## src/rtl/calc_pkg.sv

```systemverilog
// Shared widths, key codes, operator encodings and FSM states for the calculator controller.
package calc_pkg;

  localparam int unsigned WIDTH      = 28;
  localparam int unsigned MAX_DIGITS = 8;
  localparam int unsigned TIMEOUT    = 255;
  localparam int unsigned MAG_W      = 27;
  localparam int unsigned CNT_W      = 4;
  localparam int unsigned WAIT_W     = 8;
  localparam int unsigned KEY_W      = 4;

  localparam logic [KEY_W-1:0] KEY_ADD = 4'd10;
  localparam logic [KEY_W-1:0] KEY_SUB = 4'd11;
  localparam logic [KEY_W-1:0] KEY_MUL = 4'd12;
  localparam logic [KEY_W-1:0] KEY_DIV = 4'd13;
  localparam logic [KEY_W-1:0] KEY_EQ  = 4'd14;
  localparam logic [KEY_W-1:0] KEY_CLR = 4'd15;

  typedef enum logic [1:0] {
    OP_SUMA = 2'd0,
    OP_DIF  = 2'd1,
    OP_PROD = 2'd2,
    OP_IMP  = 2'd3
  } op_e;

  typedef enum logic [2:0] {
    S_A     = 3'd0,
    S_B     = 3'd1,
    S_ISSUE = 3'd2,
    S_WAIT  = 3'd3,
    S_SHOW  = 3'd4
  } state_e;

  function automatic logic key_is_digit(input logic [KEY_W-1:0] k);
    return k < 4'd10;
  endfunction

  function automatic logic key_is_op(input logic [KEY_W-1:0] k);
    return (k >= KEY_ADD) && (k <= KEY_DIV);
  endfunction

  // Operator keys are contiguous, so the encoding is the offset from '+'.
  function automatic op_e key_to_op(input logic [KEY_W-1:0] k);
    return op_e'(2'(k - KEY_ADD));
  endfunction

endpackage

```

## src/rtl/calc_if.sv

```systemverilog
// Issue/response bus between the controller and the muxed arithmetic operators.
interface calc_if;
  import calc_pkg::*;

  logic signed [WIDTH-1:0] n1;
  logic signed [WIDTH-1:0] n2;
  logic                    valid_in;
  logic [1:0]              op_sel;
  logic                    res_valid;
  logic                    res_err;
  logic signed [WIDTH-1:0] res_data;

  modport master (
    output n1, n2, valid_in, op_sel,
    input  res_valid, res_err, res_data
  );

  modport slave (
    input  n1, n2, valid_in, op_sel,
    output res_valid, res_err, res_data
  );

endinterface

```

## src/rtl/calc_dec_accum.sv

```systemverilog
// Decimal entry accumulator: digit count, x10+d magnitude, sign flag and clear.
module calc_dec_accum
  import calc_pkg::*;
(
  input  logic                    clk,
  input  logic                    rst,
  input  logic                    clr,
  input  logic                    dig_en,
  input  logic [KEY_W-1:0]        dig,
  input  logic                    neg_en,
  output logic [MAG_W-1:0]        mag,
  output logic                    neg,
  output logic [CNT_W-1:0]        cnt,
  output logic signed [WIDTH-1:0] value_c
);

  logic [MAG_W-1:0]        mag_q, mag_d;
  logic                    neg_q, neg_d;
  logic [CNT_W-1:0]        cnt_q, cnt_d;
  logic signed [WIDTH-1:0] mag_ext;

  // Clear first so a clear+digit in one cycle starts a fresh operand with that digit.
  always_comb begin
    mag_d = mag_q;
    neg_d = neg_q;
    cnt_d = cnt_q;
    if (clr) begin
      mag_d = '0;
      neg_d = 1'b0;
      cnt_d = '0;
    end
    if (dig_en && (cnt_d < CNT_W'(MAX_DIGITS))) begin
      mag_d = MAG_W'(mag_d * MAG_W'(10)) + MAG_W'(dig);
      cnt_d = cnt_d + CNT_W'(1);
    end
    if (neg_en) begin
      neg_d = 1'b1;
    end
  end

  // Entry state registers.
  always_ff @(posedge clk) begin
    if (rst) begin
      mag_q <= '0;
      neg_q <= 1'b0;
      cnt_q <= '0;
    end else begin
      mag_q <= mag_d;
      neg_q <= neg_d;
      cnt_q <= cnt_d;
    end
  end

  assign mag     = mag_q;
  assign neg     = neg_q;
  assign cnt     = cnt_q;
  assign mag_ext = WIDTH'(mag_q);
  // Magnitude is at most 99_999_999, so negation in WIDTH bits cannot overflow.
  assign value_c = neg_q ? -mag_ext : mag_ext;

endmodule

```

## src/rtl/calc_ctrl.sv

```systemverilog
// Keypad-to-operator sequencer: builds operands, issues them, captures the operator result.
module calc_ctrl
  import calc_pkg::*;
(
  input  logic                    clk,
  input  logic                    rst,
  input  logic                    key_valid,
  input  logic [KEY_W-1:0]        key_code,
  calc_if.master                  bus,
  output logic [MAG_W-1:0]        entry_mag,
  output logic                    entry_neg,
  output logic signed [WIDTH-1:0] result,
  output logic                    result_err,
  output logic                    result_valid,
  output logic                    busy
);

  state_e                  state_q, state_d;
  logic signed [WIDTH-1:0] n1_q, n1_d;
  logic signed [WIDTH-1:0] n2_q, n2_d;
  logic signed [WIDTH-1:0] result_q, result_d;
  op_e                     op_q, op_d;
  logic                    valid_in_q, valid_in_d;
  logic                    result_err_q, result_err_d;
  logic                    result_valid_q, result_valid_d;
  logic                    busy_q, busy_d;
  logic [WAIT_W-1:0]       wait_q, wait_d;

  logic                    acc_clr, acc_dig_en, acc_neg_en;
  logic [MAG_W-1:0]        acc_mag;
  logic                    acc_neg;
  logic [CNT_W-1:0]        acc_cnt;
  logic signed [WIDTH-1:0] acc_value_c;

  logic is_digit, is_op, is_eq, is_clr, entry_empty, sign_key;

  calc_dec_accum u_accum (
    .clk     (clk),
    .rst     (rst),
    .clr     (acc_clr),
    .dig_en  (acc_dig_en),
    .dig     (key_code),
    .neg_en  (acc_neg_en),
    .mag     (acc_mag),
    .neg     (acc_neg),
    .cnt     (acc_cnt),
    .value_c (acc_value_c)
  );

  assign is_digit    = key_is_digit(key_code);
  assign is_op       = key_is_op(key_code);
  assign is_eq       = (key_code == KEY_EQ);
  assign is_clr      = (key_code == KEY_CLR);
  assign entry_empty = (acc_cnt == '0) && !acc_neg;
  // A leading '-' on an empty, positive entry is a sign, not the SUB operator.
  assign sign_key    = (key_code == KEY_SUB) && entry_empty;

  // Next-state, operand latch, wait counter and result capture.
  always_comb begin
    state_d        = state_q;
    n1_d           = n1_q;
    n2_d           = n2_q;
    op_d           = op_q;
    result_d       = result_q;
    result_err_d   = result_err_q;
    valid_in_d     = 1'b0;
    result_valid_d = 1'b0;
    wait_d         = wait_q;
    acc_clr        = 1'b0;
    acc_dig_en     = 1'b0;
    acc_neg_en     = 1'b0;

    unique case (state_q)
      S_A: begin
        if (key_valid) begin
          if (is_clr) begin
            acc_clr = 1'b1;
          end else if (is_digit) begin
            acc_dig_en = 1'b1;
          end else if (sign_key) begin
            acc_neg_en = 1'b1;
          end else if (is_op) begin
            op_d    = key_to_op(key_code);
            n1_d    = acc_value_c;
            acc_clr = 1'b1;
            state_d = S_B;
          end
        end
      end
      S_B: begin
        if (key_valid) begin
          if (is_clr) begin
            acc_clr = 1'b1;
            state_d = S_A;
          end else if (is_digit) begin
            acc_dig_en = 1'b1;
          end else if (sign_key) begin
            acc_neg_en = 1'b1;
          end else if (is_op) begin
            if (entry_empty) begin
              op_d = key_to_op(key_code);
            end
          end else if (is_eq) begin
            n2_d       = acc_value_c;
            acc_clr    = 1'b1;
            valid_in_d = 1'b1;
            state_d    = S_ISSUE;
          end
        end
      end
      S_ISSUE: begin
        wait_d  = '0;
        state_d = S_WAIT;
      end
      S_WAIT: begin
        if (key_valid && is_clr) begin
          acc_clr = 1'b1;
          state_d = S_A;
        end else if (bus.res_valid) begin
          result_d       = bus.res_data;
          result_err_d   = bus.res_err;
          result_valid_d = 1'b1;
          state_d        = S_SHOW;
        end else if (wait_q == WAIT_W'(TIMEOUT - 1)) begin
          result_d       = '0;
          result_err_d   = 1'b1;
          result_valid_d = 1'b1;
          state_d        = S_SHOW;
        end else begin
          wait_d = wait_q + WAIT_W'(1);
        end
      end
      S_SHOW: begin
        if (key_valid) begin
          if (is_clr) begin
            acc_clr = 1'b1;
            state_d = S_A;
          end else if (is_digit) begin
            acc_clr    = 1'b1;
            acc_dig_en = 1'b1;
            state_d    = S_A;
          end else if (is_op && !result_err_q) begin
            n1_d    = result_q;
            op_d    = key_to_op(key_code);
            state_d = S_B;
          end
        end
      end
      default: begin
        state_d = S_A;
      end
    endcase

    busy_d = (state_d == S_ISSUE) || (state_d == S_WAIT);
  end

  // Controller state and registered outputs.
  always_ff @(posedge clk) begin
    if (rst) begin
      state_q        <= S_A;
      n1_q           <= '0;
      n2_q           <= '0;
      op_q           <= OP_SUMA;
      result_q       <= '0;
      result_err_q   <= 1'b0;
      valid_in_q     <= 1'b0;
      result_valid_q <= 1'b0;
      busy_q         <= 1'b0;
      wait_q         <= '0;
    end else begin
      state_q        <= state_d;
      n1_q           <= n1_d;
      n2_q           <= n2_d;
      op_q           <= op_d;
      result_q       <= result_d;
      result_err_q   <= result_err_d;
      valid_in_q     <= valid_in_d;
      result_valid_q <= result_valid_d;
      busy_q         <= busy_d;
      wait_q         <= wait_d;
    end
  end

  assign bus.n1       = n1_q;
  assign bus.n2       = n2_q;
  assign bus.op_sel   = op_q;
  assign bus.valid_in = valid_in_q;
  assign entry_mag    = acc_mag;
  assign entry_neg    = acc_neg;
  assign result       = result_q;
  assign result_err   = result_err_q;
  assign result_valid = result_valid_q;
  assign busy         = busy_q;

endmodule

```

## src/flat_wrapper.sv

```systemverilog
// flat-port wrapper written by rule: the top's interface ports become plain ports
module calc_ctrl_flat import calc_pkg::*;
  (clk, rst, key_valid, key_code, entry_mag, entry_neg, result, result_err, result_valid, busy, bus_n1, bus_n2, bus_valid_in, bus_op_sel, bus_res_valid, bus_res_err, bus_res_data);
  calc_if bus_i ();
  input  logic clk;
  input  logic rst;
  input  logic key_valid;
  input  logic [KEY_W-1:0] key_code;
  output logic [MAG_W-1:0] entry_mag;
  output logic entry_neg;
  output logic signed [WIDTH-1:0] result;
  output logic result_err;
  output logic result_valid;
  output logic busy;
  output wire logic [$bits(bus_i.n1)-1:0] bus_n1;
  output wire logic [$bits(bus_i.n2)-1:0] bus_n2;
  output wire logic [$bits(bus_i.valid_in)-1:0] bus_valid_in;
  output wire logic [$bits(bus_i.op_sel)-1:0] bus_op_sel;
  input wire logic [$bits(bus_i.res_valid)-1:0] bus_res_valid;
  input wire logic [$bits(bus_i.res_err)-1:0] bus_res_err;
  input wire logic [$bits(bus_i.res_data)-1:0] bus_res_data;
  assign bus_n1 = bus_i.n1;
  assign bus_n2 = bus_i.n2;
  assign bus_valid_in = bus_i.valid_in;
  assign bus_op_sel = bus_i.op_sel;
  assign bus_i.res_valid = bus_res_valid;
  assign bus_i.res_err = bus_res_err;
  assign bus_i.res_data = bus_res_data;
  calc_ctrl u_core (.clk(clk), .rst(rst), .key_valid(key_valid), .key_code(key_code), .bus(bus_i), .entry_mag(entry_mag), .entry_neg(entry_neg), .result(result), .result_err(result_err), .result_valid(result_valid), .busy(busy));
endmodule
```

## config.mk

```make
export PLATFORM = sky130hd
export DESIGN_NAME = calc_ctrl_flat
export DESIGN_NICKNAME = d
export VERILOG_FILES = /design/src/rtl/calc_pkg.sv /design/src/rtl/calc_if.sv /design/src/rtl/calc_dec_accum.sv /design/src/rtl/calc_ctrl.sv /design/src/flat_wrapper.sv
export SDC_FILE = /design/constraint.sdc
export NUM_CORES = 1
export LEC_CHECK = 0
export ABC_AREA = 1
export CORE_MARGIN = 3
export CORE_UTILIZATION = 45
export CTS_BUF_LIST = sky130_fd_sc_hd__clkbuf_4
export CTS_CLUSTER_DIAMETER = 100
export DETAILED_ROUTE_END_ITERATION = 7
export GPL_TIMING_DRIVEN = 0
export PLACE_DENSITY = 0.8
export SLEW_MARGIN = 20
export SYNTH_ARGS = -nofsm -noshare
export SYNTH_HDL_FRONTEND = slang
export SYNTH_SLANG_ARGS = --single-unit
```

## constraint.sdc

```tcl
create_clock -name clk -period 4 [get_ports clk]
set_input_delay 0.4 -clock clk [delete_from_list [all_inputs] [get_ports clk]]
set_output_delay 0.4 -clock clk [all_outputs]
set_load 0.01 [all_outputs]
```

==> summary.md <==
| Metric | Value |
|---|---|
| Post-synth cell types | `43` |
| Chip height | `roughly 150 um` |
| Synth area leaders | `dfxtp_1, nand2_1, inv_1` |
| P&R area growth vs syn | `34.1%` |
| Final wirelength | `around 31000 um` |
| Least-Margin Pin Slew | `734 ps` |
| Clk buf depth | `2` |
| Crit-path slowest cell | `fa_2` |
| Cell taking the most area after synthesis | `dfxtp_1` |
| Mean area per synthesized cell | `6.30 um^2` |
| Post-Syn Area | `between 8000 and 9000 um^2` |
| Drt pass-1 iters | `5` |
| Die Width | `approximately 150 um` |
| Worst clock skew | `15.5 ps` |
| # setup viols final | `0` |
| Crit path kind | `flop to flop` |
| Worst-Skew Late Latency | `~560 ps` |
| Crit end category | `flop` |
| Multi-input gate area | `just under 6000 um^2` |
| Cell Chain, Critical Path | `inv_1 > nand2_1 > nor2_2 > nand2_1 > nand3_2 > nand2_2 > nand2_4 > nand2_8 > buf_12 > nor2_4 > ha_4 > ha_4 > fa_2 > xor2_1 > nand3_1 > inv_1 > nand2_2 > nor2_4 > nand2_2 > nor2_4 > xor2_1 > nand2_1 > o211a_1` |
| Register bit total from synthesis | `about 130` |
| Number of port buffers | `~150` |
| Io pins | `between 150 and 200` |
| Initial antenna violation count | `1` |
| Min Tclk post-route | `about 3900 ps` |
| Largest net degree at the start of global routing | `17` |
| Slew Viols, Final | `0` |
| Final GP Congestion | `0.943` |
| Die area | `21500 um^2` |
| CP Launch Type | `flop` |
| Avg WL per Cell | `16.5 um` |
| Worst hold path type | `primary input to flop` |
| Dpl cells | `roughly 1800` |
| Top-area cell type share of the netlist area | `30.0%` |
| Peak Freq | `258 MHz` |
| Post-Route Setup TNS | `0 ps` |
| Fin util | `between 60% and 70%` |
| GRT Overall Usage | `between 20 and 30%` |
| Hold-fix buffers, CTS | `0` |
| Maximum net fanout on the critical path | `7` |
| First-pass GRT wire length | `roughly 48000 um` |
| Final Cycle Share | `96.8%` |
| Fin nets | `approximately 1700` |
| Req. time, crit path | `4470 ps` |
| Final Hold Vio Count | `0` |
| Filler cells | `about 1700` |
| PwrDens | `303 nW/um^2` |
| Clock Pin Slew Worst Setup and Hold Paths | `roughly 120 ps` |
| Total CTS buffers | `17` |
| Sequential cell area | `about 2700 um^2` |
| FP Rows | `50` |
| Post-Syn Nets | `1499` |
| Vias | `roughly 10000` |
| Max-cap violations | `0` |
| CTS tree | `done` |
| Overflow after GRT | `0` |
| Most frequent cells in the layout | `nand2_1, inv_1, clkdlybuf4s50_1, nor2_1, dfxtp_1` |
| Depth of the CTS H-tree | `4` |
| CTS sink count | `around 130` |
| Synth Warn # | `0` |
| Number of antenna-violating nets in the routed design | `0` |
| Worst slew margin | `between 50% and 60%` |
| DRC | `0` |
| Vias in the first global route | `9367` |
| Bufs and invs on worst path | `3` |
| Static leakage power | `between 5 and 6 nW` |
| Drt via density | `between 5 and 6` |
| Post-synthesis instance total | `1410` |
| Commonest non-fill, non-tap cell in the layout | `nand2_1` |
| Peak supply drop | `around 0.19 mV` |
| Sequential cell area fraction in the yosys report | `~30%` |
| DRT iter0 DRCs | `between 800 and 900` |
| Status | `finished, final reports clean` |
| Core area | `approximately 19000 um^2` |
| Post-detail-place hpwl | `23900 um` |
| CP delay by family, top | `simple AND/OR/NAND/NOR gates` |
| Share of cells above drive strength 1 | `13.1%` |
| Starting Density | `46.6%` |
| Worst EP arrival | `4340 ps` |
| Largest stage delay, worst path | `just under 400 ps` |
| Clk root buf | `clkbuf_4` |
| Final cell count without fillers | `between 1500 and 2000` |
-- logic make-up after synthesis --
family / count (synthesis) / share of synthesized area (%)
AOI/OAI and AO/OA: 247 / 14.8
buffers and inverters: 245 / 10.7
xor gates and xnor gates: 41 / 4.21
and+or+nand+nor: 692 / 32.8
adders and majority gates: 52 / 7.49
DFF: 133 / 30.0
-- routing by layer --
metal	wire, um	up-vias	GRT usage [%]	share of wire, %
met1	13000	4611	33.9	42
li1	-	4911	-	-
met4	1020	0	9.74	3.3
met3	2150	80	4.35	6.9
met2	14900	458	47.1	48
met5	0	-	0	0
-- worst register-to-register path, cell delays in order, from the launching register on --
cell,delay [ps]
dfxtp_4,380
inv_1,100
nand2_1,80
nor2_2,130
nand2_1,100
nand3_2,70
nand2_2,60
nand2_4,110
nand2_8,100
buf_12,170
nor2_4,140
ha_4,220
ha_4,180
fa_2,390
xor2_1,280
nand3_1,130
inv_1,190
nand2_2,120
nor2_4,120
nand2_2,90
nor2_4,160
xor2_1,210
nand2_1,110
o211a_1,130
-- cells in the mapped netlist, drive strengths merged --
master and count:
nor3b 1, dfxtp 133, nor2 194, xor2 37, o31ai 2, xnor2 4
a21oi 118, nand3 69, ha 50, o211ai 10, o211a 1, a41oi 1
nor3 11, a31oi 11, clkbuf 28, o21bai 3, a211oi 4, nor4 3
fa 2, nand2 379, nand3b 6, or2 3, a21o 1, buf 19
nand4 26, o21a 3, o21ai 93, inv 198
-- registers in the layout (all words and copies together), names as in the netlist, 2 cells and up --
register / cells
u_core.bus.n2: 28
u_core.wait_q: 8
u_core.bus.n1: 28
u_core.u_accum.mag: 27
u_core.state_q: 3
u_core.result: 28
u_core.bus.op_sel: 2
u_core.u_accum.cnt: 4
-- timing repair --
action | in CTS | in global routing
pin swaps | 5 | 26
gates resized for setup | 38 | 124
cloned | 1 | 2
setup endpoints to repair | 15 | 14
buffers inserted | 5 | 16
-- power breakdown --
part           switching (W)  internal [W]
Sequential         0.0000586       0.00139
Clock               0.000517      0.000488
Combinational       0.000692      0.000469
-- path summary, 6_finish.rpt --
kind | start | endpoint | depth (start not counted) | slack [ps]
min | key_code[0] | u_core.bus.op_sel[0] | 3 | 250
min reg2reg | u_core.bus.n1[27] | u_core.bus.n1[27] | 2 | 480
max reg2reg | u_core.u_accum.neg | u_core.u_accum.mag[15] | 23 | 130
max | u_core.u_accum.neg | u_core.u_accum.mag[15] | 23 | 130
-- area by class of cell --
type | count | share of cell area (%)
repair buffers | 176 | 14.6
inverters | 198 | 6.23
multi-input cells | 1033 | 49.4
well taps | 260 | 2.73
diodes | 1 | 0.0210
flip-flops and latches | 133 | 22.4
clock inverters | 14 | 1.54
clock buffers | 17 | 1.07
plain buffers | 47 | 1.99
-- through the flow --
| stage | power (W) | hold WS [ps] | setup slack [ps] | instance area, um^2 |
|---|---|---|---|---|
| 3_5_place_dp | 0.00244 | 460 | -1030 | 10700 |
| 6_report | 0.00362 | 254 | 130 | 11900 |
| 4_1_cts | 0.00345 | 257 | 15.3 | 11200 |
| 2_1_floorplan | 0.00206 | 471 | 323 | 8890 |
| 5_1_grt | 0.00378 | 222 | -106 | 11900 |
| 3_3_place_gp | 0.00242 | 458 | -994 | 10700 |
No activity file was read; power rests on OpenSTA's default activity.
